<file path="src/rtl/mem_bus_march_initiator.sv">
`default_nettype none
// ============================================================================
// Module      : mem_bus_march_initiator
// Description : Drives the CPU data-memory bus in place of the CPU and runs a
//               march test (W0 up, R0W1 up, R1W0 down, R0 up) over the
//               address window [ADDR_LO, ADDR_HI]. Stops on the first
//               mismatch and reports the address, expected and read values.
// Ports       : clk        system clock (posedge)
//               res        synchronous active-high reset
//               start      level request, sampled only while idle
//               bus_addr   bus address
//               bus_wdata  write data
//               bus_rdata  read data, valid the cycle after a read issue
//               bus_sel    chip select
//               bus_ld     1 = read, 0 = write (with bus_sel)
//               bus_clr    memory clear strobe
//               busy       test in progress (through the done cycle)
//               done       one-cycle end-of-test pulse
//               pass       result of the last completed test
//               fail_addr  address of first mismatch
//               fail_exp   expected value at first mismatch
//               fail_got   value read at first mismatch
// Revision    : 1.0  initial release
// ============================================================================
module mem_bus_march_initiator #(
  parameter int                ADDR_W  = 12,
  parameter int                DATA_W  = 16,
  parameter int                ADDR_LO = 2,
  parameter int                ADDR_HI = 63,
  parameter logic [DATA_W-1:0] PATTERN = 16'hA5A5
) (
  input  logic              clk,
  input  logic              res,
  input  logic              start,
  output logic [ADDR_W-1:0] bus_addr,
  output logic [DATA_W-1:0] bus_wdata,
  input  logic [DATA_W-1:0] bus_rdata,
  output logic              bus_sel,
  output logic              bus_ld,
  output logic              bus_clr,
  output logic              busy,
  output logic              done,
  output logic              pass,
  output logic [ADDR_W-1:0] fail_addr,
  output logic [DATA_W-1:0] fail_exp,
  output logic [DATA_W-1:0] fail_got
);

  localparam logic [ADDR_W-1:0] C_LO  = ADDR_W'(ADDR_LO);
  localparam logic [ADDR_W-1:0] C_HI  = ADDR_W'(ADDR_HI);
  localparam logic [ADDR_W-1:0] C_ONE = ADDR_W'(1);

  localparam logic [3:0] S_IDLE   = 4'd0;
  localparam logic [3:0] S_CLR    = 4'd1;
  localparam logic [3:0] S_W0     = 4'd2;
  localparam logic [3:0] S_UP_ISS = 4'd3;
  localparam logic [3:0] S_UP_CHK = 4'd4;
  localparam logic [3:0] S_UP_WR  = 4'd5;
  localparam logic [3:0] S_DN_ISS = 4'd6;
  localparam logic [3:0] S_DN_CHK = 4'd7;
  localparam logic [3:0] S_DN_WR  = 4'd8;
  localparam logic [3:0] S_RD_ISS = 4'd9;
  localparam logic [3:0] S_RD_CHK = 4'd10;
  localparam logic [3:0] S_DONE   = 4'd11;

  logic [3:0]        state_q, state_d;
  logic [ADDR_W-1:0] addr_q, addr_d;

  logic [ADDR_W-1:0] bus_addr_q, bus_addr_d;
  logic [DATA_W-1:0] bus_wdata_q, bus_wdata_d;
  logic              bus_sel_q, bus_sel_d;
  logic              bus_ld_q, bus_ld_d;
  logic              bus_clr_q, bus_clr_d;
  logic              busy_q, busy_d;
  logic              done_q, done_d;
  logic              pass_q, pass_d;
  logic [ADDR_W-1:0] fail_addr_q, fail_addr_d;
  logic [DATA_W-1:0] fail_exp_q, fail_exp_d;
  logic [DATA_W-1:0] fail_got_q, fail_got_d;

  logic              w_is_chk;
  logic [DATA_W-1:0] w_chk_exp;
  logic              w_mismatch;

  // The descending phase expects the complement; the others expect P.
  assign w_is_chk   = (state_q == S_UP_CHK) || (state_q == S_DN_CHK) ||
                      (state_q == S_RD_CHK);
  assign w_chk_exp  = (state_q == S_DN_CHK) ? ~PATTERN : PATTERN;
  assign w_mismatch = w_is_chk && (bus_rdata != w_chk_exp);

  // --------------------------------------------------------------------------
  // State register (state, address counter and all registered outputs)
  // --------------------------------------------------------------------------
  always_ff @(posedge clk) begin
    if (res) begin
      state_q     <= S_IDLE;
      addr_q      <= '0;
      bus_addr_q  <= '0;
      bus_wdata_q <= '0;
      bus_sel_q   <= 1'b0;
      bus_ld_q    <= 1'b1;
      bus_clr_q   <= 1'b0;
      busy_q      <= 1'b0;
      done_q      <= 1'b0;
      pass_q      <= 1'b0;
      fail_addr_q <= '0;
      fail_exp_q  <= '0;
      fail_got_q  <= '0;
    end else begin
      state_q     <= state_d;
      addr_q      <= addr_d;
      bus_addr_q  <= bus_addr_d;
      bus_wdata_q <= bus_wdata_d;
      bus_sel_q   <= bus_sel_d;
      bus_ld_q    <= bus_ld_d;
      bus_clr_q   <= bus_clr_d;
      busy_q      <= busy_d;
      done_q      <= done_d;
      pass_q      <= pass_d;
      fail_addr_q <= fail_addr_d;
      fail_exp_q  <= fail_exp_d;
      fail_got_q  <= fail_got_d;
    end
  end

  // --------------------------------------------------------------------------
  // Next-state logic. Phase ends are detected by comparing against the bound,
  // so the counter never relies on wrap-around and N=1 windows work.
  // --------------------------------------------------------------------------
  always_comb begin
    state_d = state_q;
    addr_d  = addr_q;
    case (state_q)
      S_IDLE: begin
        if (start) begin
          state_d = S_CLR;
          addr_d  = C_LO;
        end
      end
      S_CLR: begin
        state_d = S_W0;
        addr_d  = C_LO;
      end
      S_W0: begin
        if (addr_q == C_HI) begin
          state_d = S_UP_ISS;
          addr_d  = C_LO;
        end else begin
          addr_d  = addr_q + C_ONE;
        end
      end
      S_UP_ISS: state_d = S_UP_CHK;
      S_UP_CHK: state_d = w_mismatch ? S_DONE : S_UP_WR;
      S_UP_WR: begin
        // Turn around at the top: the descending pass starts at ADDR_HI.
        if (addr_q == C_HI) begin
          state_d = S_DN_ISS;
        end else begin
          state_d = S_UP_ISS;
          addr_d  = addr_q + C_ONE;
        end
      end
      S_DN_ISS: state_d = S_DN_CHK;
      S_DN_CHK: state_d = w_mismatch ? S_DONE : S_DN_WR;
      S_DN_WR: begin
        if (addr_q == C_LO) begin
          state_d = S_RD_ISS;
        end else begin
          state_d = S_DN_ISS;
          addr_d  = addr_q - C_ONE;
        end
      end
      S_RD_ISS: state_d = S_RD_CHK;
      S_RD_CHK: begin
        if (w_mismatch || (addr_q == C_HI)) begin
          state_d = S_DONE;
        end else begin
          state_d = S_RD_ISS;
          addr_d  = addr_q + C_ONE;
        end
      end
      S_DONE:  state_d = S_IDLE;
      default: state_d = S_IDLE;
    endcase
  end

  // --------------------------------------------------------------------------
  // Output logic. Bus outputs are computed from the next state so that the
  // registered outputs line up with the state they belong to.
  // --------------------------------------------------------------------------
  always_comb begin
    bus_sel_d   = 1'b0;
    bus_ld_d    = 1'b1;
    bus_clr_d   = 1'b0;
    bus_wdata_d = '0;
    bus_addr_d  = '0;
    busy_d      = (state_d != S_IDLE);
    done_d      = (state_d == S_DONE);
    pass_d      = pass_q;
    fail_addr_d = fail_addr_q;
    fail_exp_d  = fail_exp_q;
    fail_got_d  = fail_got_q;

    case (state_d)
      S_CLR: bus_clr_d = 1'b1;
      S_W0: begin
        bus_sel_d   = 1'b1;
        bus_ld_d    = 1'b0;
        bus_wdata_d = PATTERN;
        bus_addr_d  = addr_d;
      end
      S_UP_ISS, S_DN_ISS, S_RD_ISS: begin
        bus_sel_d  = 1'b1;
        bus_addr_d = addr_d;
      end
      S_UP_CHK, S_DN_CHK, S_RD_CHK: bus_addr_d = addr_d;
      S_UP_WR: begin
        bus_sel_d   = 1'b1;
        bus_ld_d    = 1'b0;
        bus_wdata_d = ~PATTERN;
        bus_addr_d  = addr_d;
      end
      S_DN_WR: begin
        bus_sel_d   = 1'b1;
        bus_ld_d    = 1'b0;
        bus_wdata_d = PATTERN;
        bus_addr_d  = addr_d;
      end
      default: ;
    endcase

    // Result registers: cleared on accept, captured on first mismatch,
    // and pass set only when the final read of the last phase is clean.
    if ((state_q == S_IDLE) && start) begin
      pass_d      = 1'b0;
      fail_addr_d = '0;
      fail_exp_d  = '0;
      fail_got_d  = '0;
    end
    if (w_mismatch) begin
      fail_addr_d = addr_q;
      fail_exp_d  = w_chk_exp;
      fail_got_d  = bus_rdata;
    end else if ((state_q == S_RD_CHK) && (addr_q == C_HI)) begin
      pass_d = 1'b1;
    end
  end

  assign bus_addr  = bus_addr_q;
  assign bus_wdata = bus_wdata_q;
  assign bus_sel   = bus_sel_q;
  assign bus_ld    = bus_ld_q;
  assign bus_clr   = bus_clr_q;
  assign busy      = busy_q;
  assign done      = done_q;
  assign pass      = pass_q;
  assign fail_addr = fail_addr_q;
  assign fail_exp  = fail_exp_q;
  assign fail_got  = fail_got_q;

endmodule
`default_nettype wire

</file>
<file path="config.mk">
export PLATFORM = sky130hd
export DESIGN_NAME = mem_bus_march_initiator
export DESIGN_NICKNAME = d
export VERILOG_FILES = /design/src/rtl/mem_bus_march_initiator.sv
export SDC_FILE = /design/constraint.sdc
export NUM_CORES = 1
export LEC_CHECK = 0
export CORE_MARGIN = 2
export CORE_UTILIZATION = 44
export DETAILED_ROUTE_END_ITERATION = 8
export PLACE_DENSITY = 0.83
export SLEW_MARGIN = 10
export SYNTH_ARGS = -nofsm -noshare
export SYNTH_HDL_FRONTEND = slang
export SYNTH_SLANG_ARGS = --single-unit
</file>
<file path="constraint.sdc">
create_clock -name clk -period 2.35 [get_ports clk]
set_input_delay 0.235 -clock clk [delete_from_list [all_inputs] [get_ports clk]]
set_output_delay 0.235 -clock clk [all_outputs]
set_load 0.005 [all_outputs]
</file>
==> tab_implementation.tex <==
\begin{tabular}{lr}
\hline
Metric & Value \\
\hline
\multicolumn{2}{l}{\textbf{Run status}} \\
\quad Outcome & completed \\
\multicolumn{2}{l}{\textbf{Timing}} \\
\quad Worst clock skew & roughly 10 ps \\
\quad Setup repair after global routing missed its margin & true \\
\quad Final-layout worst hold slack & around 440 ps \\
\quad Measured slew at the worst slew-check pin & between 700 and 800 ps \\
\quad Max frequency & between 400 and 500 MHz \\
\quad Number of pins with negative max-slew slack in the final report & 0 \\
\quad Shortest period the worst path allows & 2310 ps \\
\quad Final count of hold timing violations & 0 \\
\quad Setup violators final & 0 \\
\quad Relative slew slack & between 40\% and 50\% \\
\quad Part of the cycle the worst path needs & a little under 100\% \\
\multicolumn{2}{l}{\textbf{Synth}} \\
\quad Number of distinct library cells after synthesis & 64 \\
\quad Yosys warning count & 0 \\
\quad Sequential area share after synthesis & a little under two fifths \\
\quad Synthesized area per cell & between 8 and 9 um\^{}2 \\
\quad Post-synthesis sequential element count & 66 \\
\quad Synthesized instance count & 446 \\
\quad Most frequently used flop master after synthesis & dfxtp\_1 \\
\quad Total standard cell area after synthesis & 0.00357 mm\^{}2 \\
\quad Net count after synthesis & 469 \\
\quad Number of synthesized flops with an enable pin & 0 \\
\quad Fraction of registers with async set or reset after synthesis & 0\% \\
\multicolumn{2}{l}{\textbf{Floorplan}} \\
\quad FP Rows & 32 \\
\quad Count of pins on the block boundary & 97 \\
\quad Die extent in y & 94.1 um \\
\quad Area enclosed by the die boundary & 0.00886 mm\^{}2 \\
\quad Die boundary width & around 94 um \\
\quad Area inside the core boundary & 0.00781 mm\^{}2 \\
\quad Starting density of the core & between 40\% and 50\% \\
\multicolumn{2}{l}{\textbf{GRT}} \\
\quad Met3 demand-to-capacity share in global routing & 7.95\% \\
\quad Wire length of the first global-routing pass & 18.5 mm \\
\quad Met1 track demand over resource in global routing & $\sim$33\% \\
\quad GRT Overall Usage & a little over a quarter \\
\quad Vias in the first global route & 3740 \\
\quad Pin count of the biggest net entering global routing & 40 \\
\quad GRT Max-Usage Layer & met2 \\
\quad Antenna violations before repair & 0 \\
\quad Aggregate global routing overflow & 0 \\
\quad Global-route met2 utilization & around 43\% \\
\multicolumn{2}{l}{\textbf{Power}} \\
\quad Leakage power summed over all cells & between 2 and 2.5 nW \\
\quad Highest ir drop seen on vdd & $\sim$390 uV \\
\quad Final Total Pwr & roughly 0.0046 W \\
\quad Power density over the cells & 876 mW/mm\^{}2 \\
\multicolumn{2}{l}{\textbf{Run}} \\
\quad Maxcap violations & 0 \\
\multicolumn{2}{l}{\textbf{Setup path}} \\
\quad Critical-path cell with the highest stage delay & nor4\_4 \\
\quad Buffering stage count on the worst path with inverters included & 1 \\
\quad Worst reg2reg path depth & 8 \\
\quad Critical register-to-register path endpoint & bus\_addr[9] \\
\quad Arrival time at the worst endpoint & approximately 2600 ps \\
\quad Required time of the worst setup path & approximately 2600 ps \\
\quad Highest net fanout along the worst path & 6 \\
\quad Type of element capturing the critical path & flip-flop \\
\quad Critical Setup Path Class & flip-flop to flip-flop \\
\quad Critical Path, Cell by Cell & buf\_4, nor4\_4, nand4\_1, nand3\_1, nor2\_1, a211oi\_1, nor3\_1, nor2b\_1 \\
\quad Launch point of the worst reg-to-reg path & addr\_q[4] \\
\quad Reg2reg setup slack & approximately 42 ps \\
\quad CP top delay family & simple AND/OR/NAND/NOR gates \\
\quad CP Launch Type & flip-flop \\
\quad Largest stage delay on the critical path & 390 ps \\
\multicolumn{2}{l}{\textbf{Drt}} \\
\quad 1st-iter DRT viols & 479 \\
\quad Vias & 3951 \\
\quad First drt pass iteration count & 5 \\
\quad Count of unresolved DRC violations after routing & 0 \\
\quad Wire per inst & between 15 and 20 um \\
\quad Sum of routed wire length over all layers & 11.7 mm \\
\quad DR vias/cell & around 5.8 \\
\quad ANT nets after route & 0 \\
\multicolumn{2}{l}{\textbf{Clock tree}} \\
\quad Root Buffer & clkbuf\_8 \\
\quad \# clock sinks & 66 \\
\quad CTS tree & yes \\
\quad Worst-skew pair later-pin latency & approximately 350 ps \\
\quad \# hold bufs at CTS & 0 \\
\quad Number of levels the H-tree was split into & 3 \\
\quad Maximum count of clock buffers along a single path & 2 \\
\quad Worst-path clk slew & approximately 80 ps \\
\quad Total clock buffers created by CTS & 9 \\
\multicolumn{2}{l}{\textbf{Place}} \\
\quad Number of input and output port buffers inserted & 96 \\
\quad Placer congestion estimate & between 0.9 and 1 \\
\quad Detailed placement HPWL & 8.23 mm \\
\multicolumn{2}{l}{\textbf{Cells and area}} \\
\quad Fraction of layout cells with a size suffix above 1 & between 20\% and 30\% \\
\quad Synthesis-to-finish area growth & 47.5\% \\
\quad Most used cells in the layout excluding fill and tap cells & clkdlybuf4s50\_1, buf\_4, nor2\_1, dfxtp\_1, a21oi\_1 \\
\quad Final layout net count & approximately 600 \\
\quad Number of antenna cells inserted & 0 \\
\quad Commonest non-fill, non-tap cell in the layout & clkdlybuf4s50\_1 \\
\quad Number of filler instances in the final layout & 614 \\
\multicolumn{2}{l}{\textbf{Worst hold path}} \\
\quad Launch point of the worst hold path & res \\
\quad Worst min path class & input pin to flip-flop \\
\quad Hold EP & pass \\
\quad Hold-critical path depth & 2 \\
\hline
\end{tabular}
## kinds of logic after synthesis
family | after synthesis | share of synthesized area (%)
flops | 66 | 37.0
compound gates | 100 | 18.7
xor+xnor | 2 | 0.490
fa+ha+maj | 4 | 1.40
simple gates | 202 | 30.6
buf+inv | 69 | 11.0
mux | 3 | 0.875
## where the power goes
group	switching, W	total (W)	internal (W)
clock network	0.000467	0.000987	0.000520
logic	0.00125	0.00230	0.00105
registers	0.0000945	0.00133	0.00124
total	0.00182	0.00462	0.00280
## through the flow
stage | setup TNS [ps] | cell area (um^2) | std cells | utilization, % | worst slack [ps]
final | 0 | 5270 | 687 | 67.5 | 42.5
after detailed placement | -14080 | 4910 | 663 | 62.9 | -337
after CTS | 0 | 5160 | 680 | 66.1 | 1.98
after global routing | -243 | 5270 | 687 | 67.5 | -69.8
after global placement | -7050 | 4910 | 663 | 62.9 | -245
after floorplan | 0 | 3580 | 446 | - | 0.0591
## sequential cells by signal (all words and copies together), names as in the netlist, 2 cells and up
signal / flops
fail_got: 16
state_q: 4
bus_wdata: 2
addr_q: 12
fail_addr: 12
bus_addr: 12
fail_exp: 2
## final cells by class
class | count | area (um^2) | area share, %
timing repair buffer | 180 | 1600 | 30.4
tap | 102 | 128 | 2.42
clock inverter | 6 | 65.1 | 1.23
clock buffer | 10 | 138 | 2.61
inverter | 11 | 43.8 | 0.830
multi-input combinational | 312 | 1970 | 37.4
sequential | 66 | 1320 | 25.1
## worst max-delay path by stage
stage,startpoint,end,slack [ps],cells past startpoint
2_1_floorplan,addr_q[7],addr_q[0],0.06,11
3_3_place_gp,bus_rdata[11],bus_addr[2],-240,9
3_5_place_dp,bus_rdata[3],bus_addr[1],-340,9
4_1_cts,bus_rdata[3],busy,2,10
5_1_grt,addr_q[4],bus_addr[4],-70,10
6_report,addr_q[4],bus_addr[9],40,8
## metal layers
metal / routed length [um] / share of wire (%)
met1: 4730 / 41
met2: 5440 / 47
met3: 1140 / 9.8
met4: 358 / 3.1
met5: 0 / 0
## repair_timing
item                       4_1_cts  5_1_grt
setup endpoints to repair       18       43
buffers inserted                 0        7
cloned                           1        0
gates resized for setup         10       15
pin swaps                        5        9
hold endpoints to repair         0        0
## cells in the mapped netlist, drive strengths merged (3+ instances only)
cell type  instances  area [um^2]
a31oi              9         56.3
nor2b              6         37.5
nor4               5         67.6
nand2b             5         31.3
a21oi             45          225
dfxtp             66         1320
buf               35          260
a21o               3         22.5
nor3              27          140
o21ai             10         50.1
nand4              5         37.5
o21a               3         30.0
nand3             14         75.1
nor4b              8         70.1
ha                 4         50.1
clkbuf            23         87.6
and3              24          150
and4b              5         50.1
nand2             26          100
a211oi             5         42.5
nor2              65          244
o32ai              3         26.3
inv               11         43.8
and4               3         26.3
No activity file was read; power rests on OpenSTA's default activity.
